==> config.mk <==
export PLATFORM = sky130hd
export DESIGN_NAME = stage_display_responder
export DESIGN_NICKNAME = d
export VERILOG_FILES = /design/src/rtl/game_pkg.sv /design/src/rtl/raster_scanner.sv /design/src/rtl/stage_display_responder.sv
export SDC_FILE = /design/constraint.sdc
export NUM_CORES = 1
export LEC_CHECK = 0
export ABC_AREA = 1
export BUFFER_PORTS_ARGS = -buffer_cell sky130_fd_sc_hd__buf_2
export CORE_ASPECT_RATIO = 0.5
export CORE_MARGIN = 2
export CORE_UTILIZATION = 45
export DETAILED_ROUTE_END_ITERATION = 12
export PLACE_DENSITY = 0.79
export SLEW_MARGIN = 20
export SYNTH_ARGS = -nofsm -noshare
export SYNTH_HDL_FRONTEND = slang
export SYNTH_SLANG_ARGS = --single-unit
export TNS_END_PERCENT = 100
==> constraint.sdc <==
create_clock -name clk -period 2.5 [get_ports clk]
set_input_delay 0.5 -clock clk [delete_from_list [all_inputs] [get_ports clk]]
set_output_delay 0.5 -clock clk [all_outputs]
set_load 0.01 [all_outputs]
==> src/rtl/game_pkg.sv <==
// Shared types and constants for the stage display responder and its raster scanner.
package game_pkg;

    localparam int SCREEN_W_DEF       = 160;
    localparam int SCREEN_H_DEF       = 120;
    localparam int TOWER_SIZE_DEF     = 16;
    localparam int CARS_PER_STAGE_DEF = 10;
    localparam int LIVES_DEF          = 3;
    localparam int COLOUR_W_DEF       = 3;

    localparam logic [3:0] IMG_START   = 4'd0;
    localparam logic [3:0] IMG_BEGIN_1 = 4'd1;
    localparam logic [3:0] IMG_END_1   = 4'd4;
    localparam logic [3:0] IMG_TOWER   = 4'd7;

    typedef enum logic [2:0] {
        ST_IDLE,
        ST_SCAN,
        ST_FLUSH,
        ST_WAIT_KEY,
        ST_PULSE
    } state_e;

    typedef enum logic [1:0] {
        JOB_START,
        JOB_BEGIN,
        JOB_TOWER,
        JOB_END
    } job_e;

    // Tower origin for stage index 0..2 (stages 1..3).
    function automatic logic [7:0] tower_x0(input logic [1:0] stage);
        case (stage)
            2'd0:    tower_x0 = 8'd20;
            2'd1:    tower_x0 = 8'd40;
            default: tower_x0 = 8'd100;
        endcase
    endfunction

    function automatic logic [6:0] tower_y0(input logic [1:0] stage);
        case (stage)
            2'd0:    tower_y0 = 7'd30;
            2'd1:    tower_y0 = 7'd50;
            default: tower_y0 = 7'd80;
        endcase
    endfunction

    function automatic logic [1:0] lowest_set(input logic [2:0] v);
        if (v[0])      lowest_set = 2'd0;
        else if (v[1]) lowest_set = 2'd1;
        else           lowest_set = 2'd2;
    endfunction

endpackage

==> src/rtl/raster_scanner.sv <==
// Raster walk over a full screen or a tower sprite: ROM address now, pixel
// coordinate and plot one cycle later so they line up with the ROM data.
module raster_scanner
    import game_pkg::*;
#(
    parameter int SCREEN_W   = SCREEN_W_DEF,
    parameter int SCREEN_H   = SCREEN_H_DEF,
    parameter int TOWER_SIZE = TOWER_SIZE_DEF
) (
    input  logic        clk,
    input  logic        rst_n,
    input  logic        clear,
    input  logic        step,
    input  logic        tower,
    input  logic [7:0]  x0,
    input  logic [6:0]  y0,
    output logic [14:0] rom_addr,
    output logic [7:0]  x,
    output logic [6:0]  y,
    output logic        plot,
    output logic        last
);

    logic [7:0] col;
    logic [6:0] row;
    logic [7:0] col_max;
    logic [6:0] row_max;
    logic       last_col;

    assign col_max  = tower ? 8'(TOWER_SIZE - 1) : 8'(SCREEN_W - 1);
    assign row_max  = tower ? 7'(TOWER_SIZE - 1) : 7'(SCREEN_H - 1);
    assign last_col = (col == col_max);
    assign last     = last_col && (row == row_max);

    // y*160 folds into two shifts; other widths fall back to a constant multiply.
    always_comb begin
        if (tower)
            rom_addr = 15'(row) * 15'(TOWER_SIZE) + 15'(col);
        else if (SCREEN_W == 160)
            rom_addr = (15'(row) << 7) + (15'(row) << 5) + 15'(col);
        else
            rom_addr = 15'(row) * 15'(SCREEN_W) + 15'(col);
    end

    always_ff @(posedge clk or negedge rst_n) begin
        if (!rst_n) begin
            col  <= '0;
            row  <= '0;
            x    <= '0;
            y    <= '0;
            plot <= 1'b0;
        end else begin
            plot <= step;
            if (step) begin
                x <= x0 + col;
                y <= y0 + row;
            end
            if (clear || (step && last)) begin
                col <= '0;
                row <= '0;
            end else if (step) begin
                if (last_col) begin
                    col <= '0;
                    row <= row + 7'd1;
                end else begin
                    col <= col + 8'd1;
                end
            end
        end
    end

endmodule

==> src/rtl/stage_display_responder.sv <==
// Runs the draw and scoring jobs requested by the game-flow controller and
// answers each with a one-cycle done pulse.
//   state    | meaning
//   IDLE     | waiting for a request rising edge
//   SCAN     | issuing ROM addresses, one pixel per cycle
//   FLUSH    | last ROM word returns and is plotted
//   WAIT_KEY | start screen drawn, waiting for the player
//   PULSE    | done bit of the finished job high for one cycle
module stage_display_responder
    import game_pkg::*;
#(
    parameter int SCREEN_W       = SCREEN_W_DEF,
    parameter int SCREEN_H       = SCREEN_H_DEF,
    parameter int TOWER_SIZE     = TOWER_SIZE_DEF,
    parameter int CARS_PER_STAGE = CARS_PER_STAGE_DEF,
    parameter int LIVES          = LIVES_DEF,
    parameter int COLOUR_W       = COLOUR_W_DEF
) (
    input  logic                clk,
    input  logic                resetn,
    input  logic                wait_start,
    input  logic                start_key,
    input  logic [2:0]          stage_begin,
    input  logic [2:0]          stage_draw_tower,
    input  logic [2:0]          stage_in_progress,
    input  logic [2:0]          stage_done,
    input  logic                car_killed,
    input  logic                car_escaped,
    output logic [3:0]          img_sel,
    output logic [14:0]         rom_addr,
    input  logic [COLOUR_W-1:0] rom_q,
    output logic [7:0]          x,
    output logic [6:0]          y,
    output logic [COLOUR_W-1:0] colour,
    output logic                plot,
    output logic                start_display_done,
    output logic [2:0]          stage_begin_done,
    output logic [2:0]          stage_tower_done,
    output logic [2:0]          stage_car_done,
    output logic [2:0]          stage_end_display_done,
    output logic                game_over
);

    localparam int KW = $clog2(CARS_PER_STAGE + 1);
    localparam int LW = $clog2(LIVES + 1);

    logic [1:0] rst_pipe;
    logic       rst_n;

    always_ff @(posedge clk or negedge resetn) begin
        if (!resetn) rst_pipe <= 2'b00;
        else         rst_pipe <= {rst_pipe[0], 1'b1};
    end
    assign rst_n = rst_pipe[1];

    logic       ws_q;
    logic [2:0] sb_q, st_q, sd_q;
    logic       ws_rise;
    logic [2:0] sb_rise, st_rise, sd_rise;

    always_ff @(posedge clk or negedge rst_n) begin
        if (!rst_n) begin
            ws_q <= 1'b0;
            sb_q <= '0;
            st_q <= '0;
            sd_q <= '0;
        end else begin
            ws_q <= wait_start;
            sb_q <= stage_begin;
            st_q <= stage_draw_tower;
            sd_q <= stage_done;
        end
    end

    assign ws_rise = wait_start & ~ws_q;
    assign sb_rise = stage_begin & ~sb_q;
    assign st_rise = stage_draw_tower & ~st_q;
    assign sd_rise = stage_done & ~sd_q;

    state_e     state_q, state_d;
    job_e       job_q, job_d;
    logic [1:0] stage_q, stage_d;
    logic [3:0] img_q, img_d;
    logic       req_lvl, pulse;
    logic       scan_clear, scan_step, scan_last;
    logic [2:0] stage_bit;

    always_ff @(posedge clk or negedge rst_n) begin
        if (!rst_n) begin
            state_q <= ST_IDLE;
            job_q   <= JOB_START;
            stage_q <= '0;
            img_q   <= IMG_START;
        end else begin
            state_q <= state_d;
            job_q   <= job_d;
            stage_q <= stage_d;
            img_q   <= img_d;
        end
    end

    always_comb begin
        state_d    = state_q;
        job_d      = job_q;
        stage_d    = stage_q;
        img_d      = img_q;
        scan_clear = 1'b0;
        scan_step  = 1'b0;
        case (job_q)
            JOB_START: req_lvl = wait_start;
            JOB_BEGIN: req_lvl = stage_begin[stage_q];
            JOB_TOWER: req_lvl = stage_draw_tower[stage_q];
            default:   req_lvl = stage_done[stage_q];
        endcase
        case (state_q)
            ST_IDLE: begin
                scan_clear = 1'b1;
                if (ws_rise) begin
                    job_d   = JOB_START;
                    stage_d = 2'd0;
                    img_d   = IMG_START;
                    state_d = ST_SCAN;
                end else if (|sb_rise) begin
                    job_d   = JOB_BEGIN;
                    stage_d = lowest_set(sb_rise);
                    img_d   = IMG_BEGIN_1 + {2'b00, lowest_set(sb_rise)};
                    state_d = ST_SCAN;
                end else if (|st_rise) begin
                    job_d   = JOB_TOWER;
                    stage_d = lowest_set(st_rise);
                    img_d   = IMG_TOWER;
                    state_d = ST_SCAN;
                end else if (|sd_rise) begin
                    job_d   = JOB_END;
                    stage_d = lowest_set(sd_rise);
                    img_d   = IMG_END_1 + {2'b00, lowest_set(sd_rise)};
                    state_d = ST_SCAN;
                end
            end
            ST_SCAN: begin
                if (!req_lvl) begin
                    state_d = ST_IDLE;
                end else begin
                    scan_step = 1'b1;
                    if (scan_last) state_d = ST_FLUSH;
                end
            end
            ST_FLUSH: begin
                if (!req_lvl)                state_d = ST_IDLE;
                else if (job_q == JOB_START) state_d = ST_WAIT_KEY;
                else                         state_d = ST_PULSE;
            end
            ST_WAIT_KEY: begin
                if (!req_lvl)       state_d = ST_IDLE;
                else if (start_key) state_d = ST_PULSE;
            end
            default: state_d = ST_IDLE;
        endcase
    end

    assign pulse     = (state_q == ST_PULSE);
    assign stage_bit = 3'b001 << stage_q;

    assign start_display_done     = pulse && (job_q == JOB_START);
    assign stage_begin_done       = (pulse && job_q == JOB_BEGIN) ? stage_bit : 3'b000;
    assign stage_tower_done       = (pulse && job_q == JOB_TOWER) ? stage_bit : 3'b000;
    assign stage_end_display_done = (pulse && job_q == JOB_END)   ? stage_bit : 3'b000;
    assign img_sel                = img_q;
    assign colour                 = plot ? rom_q : '0;

    raster_scanner #(
        .SCREEN_W   (SCREEN_W),
        .SCREEN_H   (SCREEN_H),
        .TOWER_SIZE (TOWER_SIZE)
    ) u_scan (
        .clk      (clk),
        .rst_n    (rst_n),
        .clear    (scan_clear),
        .step     (scan_step),
        .tower    (job_q == JOB_TOWER),
        .x0       ((job_q == JOB_TOWER) ? tower_x0(stage_q) : 8'd0),
        .y0       ((job_q == JOB_TOWER) ? tower_y0(stage_q) : 7'd0),
        .rom_addr (rom_addr),
        .x        (x),
        .y        (y),
        .plot     (plot),
        .last     (scan_last)
    );

    logic [KW-1:0] kills_q;
    logic [LW-1:0] lives_q;
    logic [2:0]    car_done_q;
    logic          in_prog, kill_ok, kill_hit;

    assign in_prog  = |stage_in_progress;
    assign kill_ok  = car_killed && in_prog && (kills_q != KW'(CARS_PER_STAGE));
    assign kill_hit = kill_ok && (kills_q == KW'(CARS_PER_STAGE - 1));

    // The done pulse follows the kill by one cycle, the same cycle lives drops.
    always_ff @(posedge clk or negedge rst_n) begin
        if (!rst_n) begin
            kills_q    <= '0;
            lives_q    <= LW'(LIVES);
            car_done_q <= '0;
        end else begin
            car_done_q <= kill_hit ? stage_in_progress : 3'b000;
            if (|sb_rise)     kills_q <= '0;
            else if (kill_ok) kills_q <= kills_q + KW'(1);
            if (ws_rise)
                lives_q <= LW'(LIVES);
            else if (car_escaped && in_prog && lives_q != '0)
                lives_q <= lives_q - LW'(1);
        end
    end

    assign stage_car_done = car_done_q;
    assign game_over      = (lives_q == '0);

endmodule

==> metrics.txt, run 1 <==
failing checks negative setup slack; Critical Path End Type output port; unrepaired setup endpoints after global routing true; R2R depth 9; final net count 698; commonest non-fill, non-tap cell in the layout nand2_1; top cell type's share of synthesized area 35.4%; top_reg_cell synth dfrtp_1; multi-input logic area 2400 um2; Max Freq 340 MHz; sequential fraction of the synthesis area 36.6%; utilization after layout 59.2%; WS Path Type register to output port; Min Clock Period, post-route 2.94 ns; antenna-violating nets left 0; clk_lat worst skew 0.33 ns; DRC Markers 0; final hold viol count 0; largest net degree at the start of global routing 37; Area Overhead vs Synth 24.3%; HPWL Detailed 7750 um; GPL Wtd Cong 0.915; # H-tree levels 3; row cnt 24; Yosys reg bits 62; worst-case clock buffer depth 2; Synthesized Nets 603; fill count 783; Post-Place Cell Area 4830 um2; EDFF count, synth 0; Power Density 775 nW/um2; Reg-to-Reg End u_scan.x[7]$_DFFE_PN0P_; vias in the first global route 3710; Routed Wire Length 10400 um; RR Startpoint stage_q[1]$_DFFE_PN0P_; Hold Crit Class register to async pin; Worst Path Required 2.00 ns; drt first pass iters 4; vias per cell 5.10; leakage power 2.89 nW; post-route cell area 5280 um2; CP Data Arrival Time 2.44 ns; Synth Cell Area 4250 um2; detailed-route via count 3870; drt initial violations 261; Tcrit/Tclk final 118%; clock skew 0.00506 ns; placed insts 740; share of cells above drive strength 1 26.8%; Mapped Cells 544; Num CTS Buffers 9; Yosys top cell by area dfrtp_1; Setup WS post-layout -0.444 ns; Die Wd 141 um; Crit Path Max Fanout 3; CTS Sinks 62; Slew HR 59.2%; CTS tree yes; Reg clk slew, reported paths 0.05 ns; remaining global-route overflow 0; initial core utilization 47.6%; worst slack at placement -0.131 ns; # diodes 0; initial antenna violation count 0; Async S/R FF share, synth 100%; reg2reg setup slack 0.27 ns; Slew Limit Fails 0; actual slew at the worst max-slew pin 0.608 ns; post-layout power 4.09 mW; Yosys Warn Count 0; Max IR drop VDD 0.449 mV; Core Box Area 8920 um2; Clock Root Buffer clkbuf_16; GRT Total Usage 21.4%; Layout Cells excl Fill 759; first-pass GRT wire length 17100 um; Cell variety after synth 40; Post-Syn Area per Cell 7.80 um2; most frequent cells in the layout 131 x nand2_1, 70 x buf_2, 58 x dfrtp_1, 54 x inv_1, 49 x nor2_1; final setup fails 8; outcome finished, violations left; die height 72.7 um; top cells by area, synth dfrtp_1 35%, nand2_1 12%, ha_1 9.7%; Max Cap Viol 0; number of top-level design ports 73; nature of the critical path startpoint register; Port Buffers 71; wire length per cell 13.7 um; DIE AREA 10300 um2; register area 1560 um2
## power by group
part           switching [mW]  internal, mW
clock                   0.414         0.814
combinational            1.00         0.488
sequential              0.180          1.19
## flip-flops by register name, summed over array words and instances, names as in the netlist
signal	flops
u_scan.col	8
u_scan.x	8
u_scan.row	7
u_scan.y	7
kills_q	4
img_sel	3
sb_q	3
sd_q	3
st_q	3
stage_car_done	3
state_q	3
job_q	2
lives_q	2
rst_pipe	2
stage_q	2
u_scan.plot	1
ws_q	1
## cells by family after synthesis
family                   after synthesis  share of synthesized area (%)
AND/OR/NAND/NOR                      260                           27.3
buffers and inverters                 87                           9.64
AO/OA/AOI/OAI                         72                           9.49
flip-flops                            62                           36.6
adder cells (fa/ha/maj)               38                           12.1
XOR/XNOR                              23                           4.74
other                                  2                          0.177
## layout make-up
cell class / instances / area share (%)
clock buffers: 13 / 4.93
well taps: 117 / 2.77
repair buffers: 103 / 11.9
inverters: 68 / 4.84
flip-flops and latches: 62 / 29.5
clock inverters: 1 / 0.569
multi-input cells: 395 / 45.5
## synthesized netlist by cell type (3+ instances only)
cell type	count
fa_1	5
nand2_2	7
nand2_1	135
dfrtp_1	60
inv_1	60
xnor2_1	10
inv_2	7
buf_6	7
nor2_2	4
o21ai_0	20
o21ai_2	3
ha_1	33
buf_2	3
xor2_1	13
nand4_1	19
nor3_1	3
nor2_1	50
nand3_1	32
o21ai_1	17
o211ai_1	3
a21oi_1	20
buf_4	7
## per-stage QoR
step / hold WS (ns) / setup TNS, ns
CTS: 0.281 / -2.71
finish: 0.279 / -2.92
global placement: 0.285 / -0.133
floorplan: 0.204 / -0.0829
detailed placement: 0.288 / -0.389
global route: 0.289 / -3.96
## worst max path at each step
stage,start,endpoint,slack [ns],cells after the start
after floorplan,u_scan.row[0]$_DFFE_PN0P_,rom_addr[12],-0.06,11
after global placement,u_scan.row[0]$_DFFE_PN0P_,rom_addr[12],-0.08,12
after detailed placement,u_scan.row[0]$_DFFE_PN0P_,rom_addr[12],-0.13,12
after CTS,u_scan.row[2]$_DFFE_PN0P_,rom_addr[12],-0.42,12
after global routing,u_scan.row[2]$_DFFE_PN0P_,rom_addr[12],-0.59,12
final,u_scan.row[0]$_DFFE_PN0P_,rom_addr[8],-0.44,10
## worst max-delay path: stages (launching register included)
cell and delay [ns]:
dfrtp_1 0.39, buf_4 0.15, ha_1 0.19, ha_1 0.23, fa_2 0.43, buf_4 0.15, buf_6 0.10, buf_6 0.11
xnor2_4 0.11, o21ai_1 0.11, buf_2 0.13
## routing by layer
| metal | GRT usage, % | share of wire [%] |
|---|---|---|
| met3 | 5.71 | 5.2 |
| met5 | 0 | 0 |
| met4 | 8.11 | 1.4 |
| met1 | 26.7 | 45 |
| met2 | 36.3 | 49 |
## what timing repair did
item,4_1_cts,5_1_grt
endpoints found under the hold margin,2,0
hold buffers,1,0
endpoints found under the setup margin,8,9
setup buffers,3,2
pin swaps,16,9
gates resized for setup,21,7
Power figures use the tool's default switching activity.
==> run 2, diff against run 1 <==
--- a/config.mk
+++ b/config.mk
@@ -11,7 +11,7 @@
 export CORE_MARGIN = 2
 export CORE_UTILIZATION = 45
 export DETAILED_ROUTE_END_ITERATION = 12
-export PLACE_DENSITY = 0.79
+export PLACE_DENSITY = 0.76
 export SLEW_MARGIN = 20
 export SYNTH_ARGS = -nofsm -noshare
 export SYNTH_HDL_FRONTEND = slang
==> constraint.sdc (replaced) <==
create_clock -name clk -period 3.2 [get_ports clk]
set_input_delay 0.64 -clock clk [delete_from_list [all_inputs] [get_ports clk]]
set_output_delay 0.64 -clock clk [all_outputs]
set_load 0.01 [all_outputs]
==> run 2 against run 1 <==
Effect of this change: the flow now finishes without violations; via count fell by 1.4%; sequential power fell by 22%; non-clock buffer count fell by 20; clock power fell by 24%; first-iteration DRC count fell by 7.7%; critical path type unchanged; highest routed layer unchanged.
==> metrics.txt, run 2 (synthesis results as in run 1) <==
outcome completed; first-pass GRT wire length 16700 um; DIE AREA 10300 um2; most frequent cells in the layout 133 x nand2_1, 71 x buf_2, 57 x dfrtp_1, 56 x inv_1, 50 x nor2_1; drt first pass iters 5; remaining global-route overflow 0; unrepaired setup endpoints after global routing true; Area Overhead vs Synth 18.6%; # diodes 0; Slew HR 53.1%; CP Data Arrival Time 2.51 ns; post-route cell area 5040 um2; worst-case clock buffer depth 2; Slew Limit Fails 0; Critical Path End Type output port; Setup WS post-layout 0.0475 ns; Port Buffers 71; actual slew at the worst max-slew pin 0.703 ns; placed insts 722; Max IR drop VDD 0.346 mV; Routed Wire Length 9790 um; Critical Path Max Stage Delay 0.43 ns; initial antenna violation count 0; Core Box Area 8920 um2; Die Wd 141 um; fill count 805; CTS tree yes; Crit Path Max Fanout 5; final setup fails 0; Hold Crit Class input port to async pin; GRT Total Usage 20.6%; HPWL Detailed 7380 um; detailed-route via count 3815; Crit path top cell by count nand2_1; leakage power 2.79 nW; Post-Place Cell Area 4660 um2; Tcrit/Tclk final 98.5%; vias in the first global route 3622; Power Density 622 nW/um2; # H-tree levels 3; Worst Path Required 2.56 ns; GPL Wtd Cong 0.821; drt initial violations 241; initial core utilization 47.6%; die height 72.7 um; top flop regs u_scan.col x8, u_scan.x x8; clk_lat worst skew 0.33 ns; commonest non-fill, non-tap cell in the layout nand2_1; final hold viol count 0; Max Cap Viol 0; wire length per cell 13.2 um; row cnt 24; hold_ws 0.0847 ns; WS Path Type register to output port; Max Freq 317 MHz; clock skew 0.00914 ns; CTS Sinks 62; antenna-violating nets left 0; Num CTS Buffers 9; Reg clk slew, reported paths 0.05 ns; DRC Markers 0; R2R depth 8; share of cells above drive strength 1 23.2%; largest net degree at the start of global routing 33; Min Clock Period, post-route 3.15 ns; CP max-delay cell dfrtp_2; final net count 678; Clock Root Buffer clkbuf_16; critical path, cell by cell buf_4 -> ha_1 -> ha_4 -> a21oi_1 -> nand2_2 -> nand2_2 -> nand2_1 -> a21oi_2 -> xor2_1 -> nand2_1 -> nand2_1 -> buf_2; vias per cell 5.15; Layout Cells excl Fill 741; number of top-level design ports 73; nature of the critical path startpoint register; worst slack at placement 0.158 ns; CTS Hold Buffers Added 0
## run 2: critical path: cells and delay by family, from the launching register on
kind	cells	cell delay (ns)
fa+ha+maj	2	0.60
flops	1	0.43
buf+inv	2	0.29
compound gates	2	0.34
xor+xnor	1	0.15
simple gates	5	0.35
## run 2: final timing paths
path	slack (ns)	endpoint	start
max in group asynchronous	2.19	u_scan.x[4]$_DFFE_PN0P_	rst_pipe[1]$_DFF_PN0_
worst min register to register	0.32	img_sel[2]$_DFFE_PN0P_	rst_pipe[1]$_DFF_PN0_
worst min-delay path	0.08	rst_pipe[0]$_DFF_PN0_	resetn
min in group clk	0.35	rst_pipe[1]$_DFF_PN0_	rst_pipe[0]$_DFF_PN0_
worst max-delay path	0.05	rom_addr[11]	u_scan.row[1]$_DFFE_PN0P_
worst max register to register	0.77	u_scan.x[5]$_DFFE_PN0P_	job_q[0]$_DFFE_PN0P_
## run 2: layer usage
layer / GRT usage, % / wire [um] / vias up
li1: - / - / 1911
met1: 26.3 / 4450 / 1796
met2: 34.2 / 4590 / 95
met3: 6.04 / 661 / 13
met4: 6.44 / 90 / 0
met5: 0 / 0 / -
## run 2: final cells by class
type / instances / area [um2] / area share, %
clock buffers: 16 / 292 / 5.79
inverters: 68 / 255 / 5.07
multi-input cells: 395 / 2340 / 46.5
flip-flops and latches: 62 / 1560 / 30.9
well taps: 117 / 146 / 2.91
repair buffers: 83 / 445 / 8.84
## run 2: where the power goes
group	internal (mW)	total [mW]	leakage (nW)	switching (mW)
clock network	0.609	0.939	0.143	0.330
logic	0.352	1.12	1.84	0.768
registers	0.933	1.07	0.807	0.141
total	1.89	3.13	2.79	1.24
## run 2: per-stage QoR
step                      total power, mW  util (%)  setup TNS, ns
final                                3.13      56.5              0
after detailed placement             2.21      52.3              0
after floorplan                      2.00         -              0
after global routing                 3.37      56.5         -0.231
after global placement               2.18      52.3              0
after CTS                            3.17      55.9              0
## run 2: timing repair
| item | in CTS | in global routing |
|---|---|---|
| pin swaps | 2 | 9 |
| endpoints found under the setup margin | 4 | 5 |
| buffers inserted | 1 | 2 |
| resized for setup | 6 | 14 |
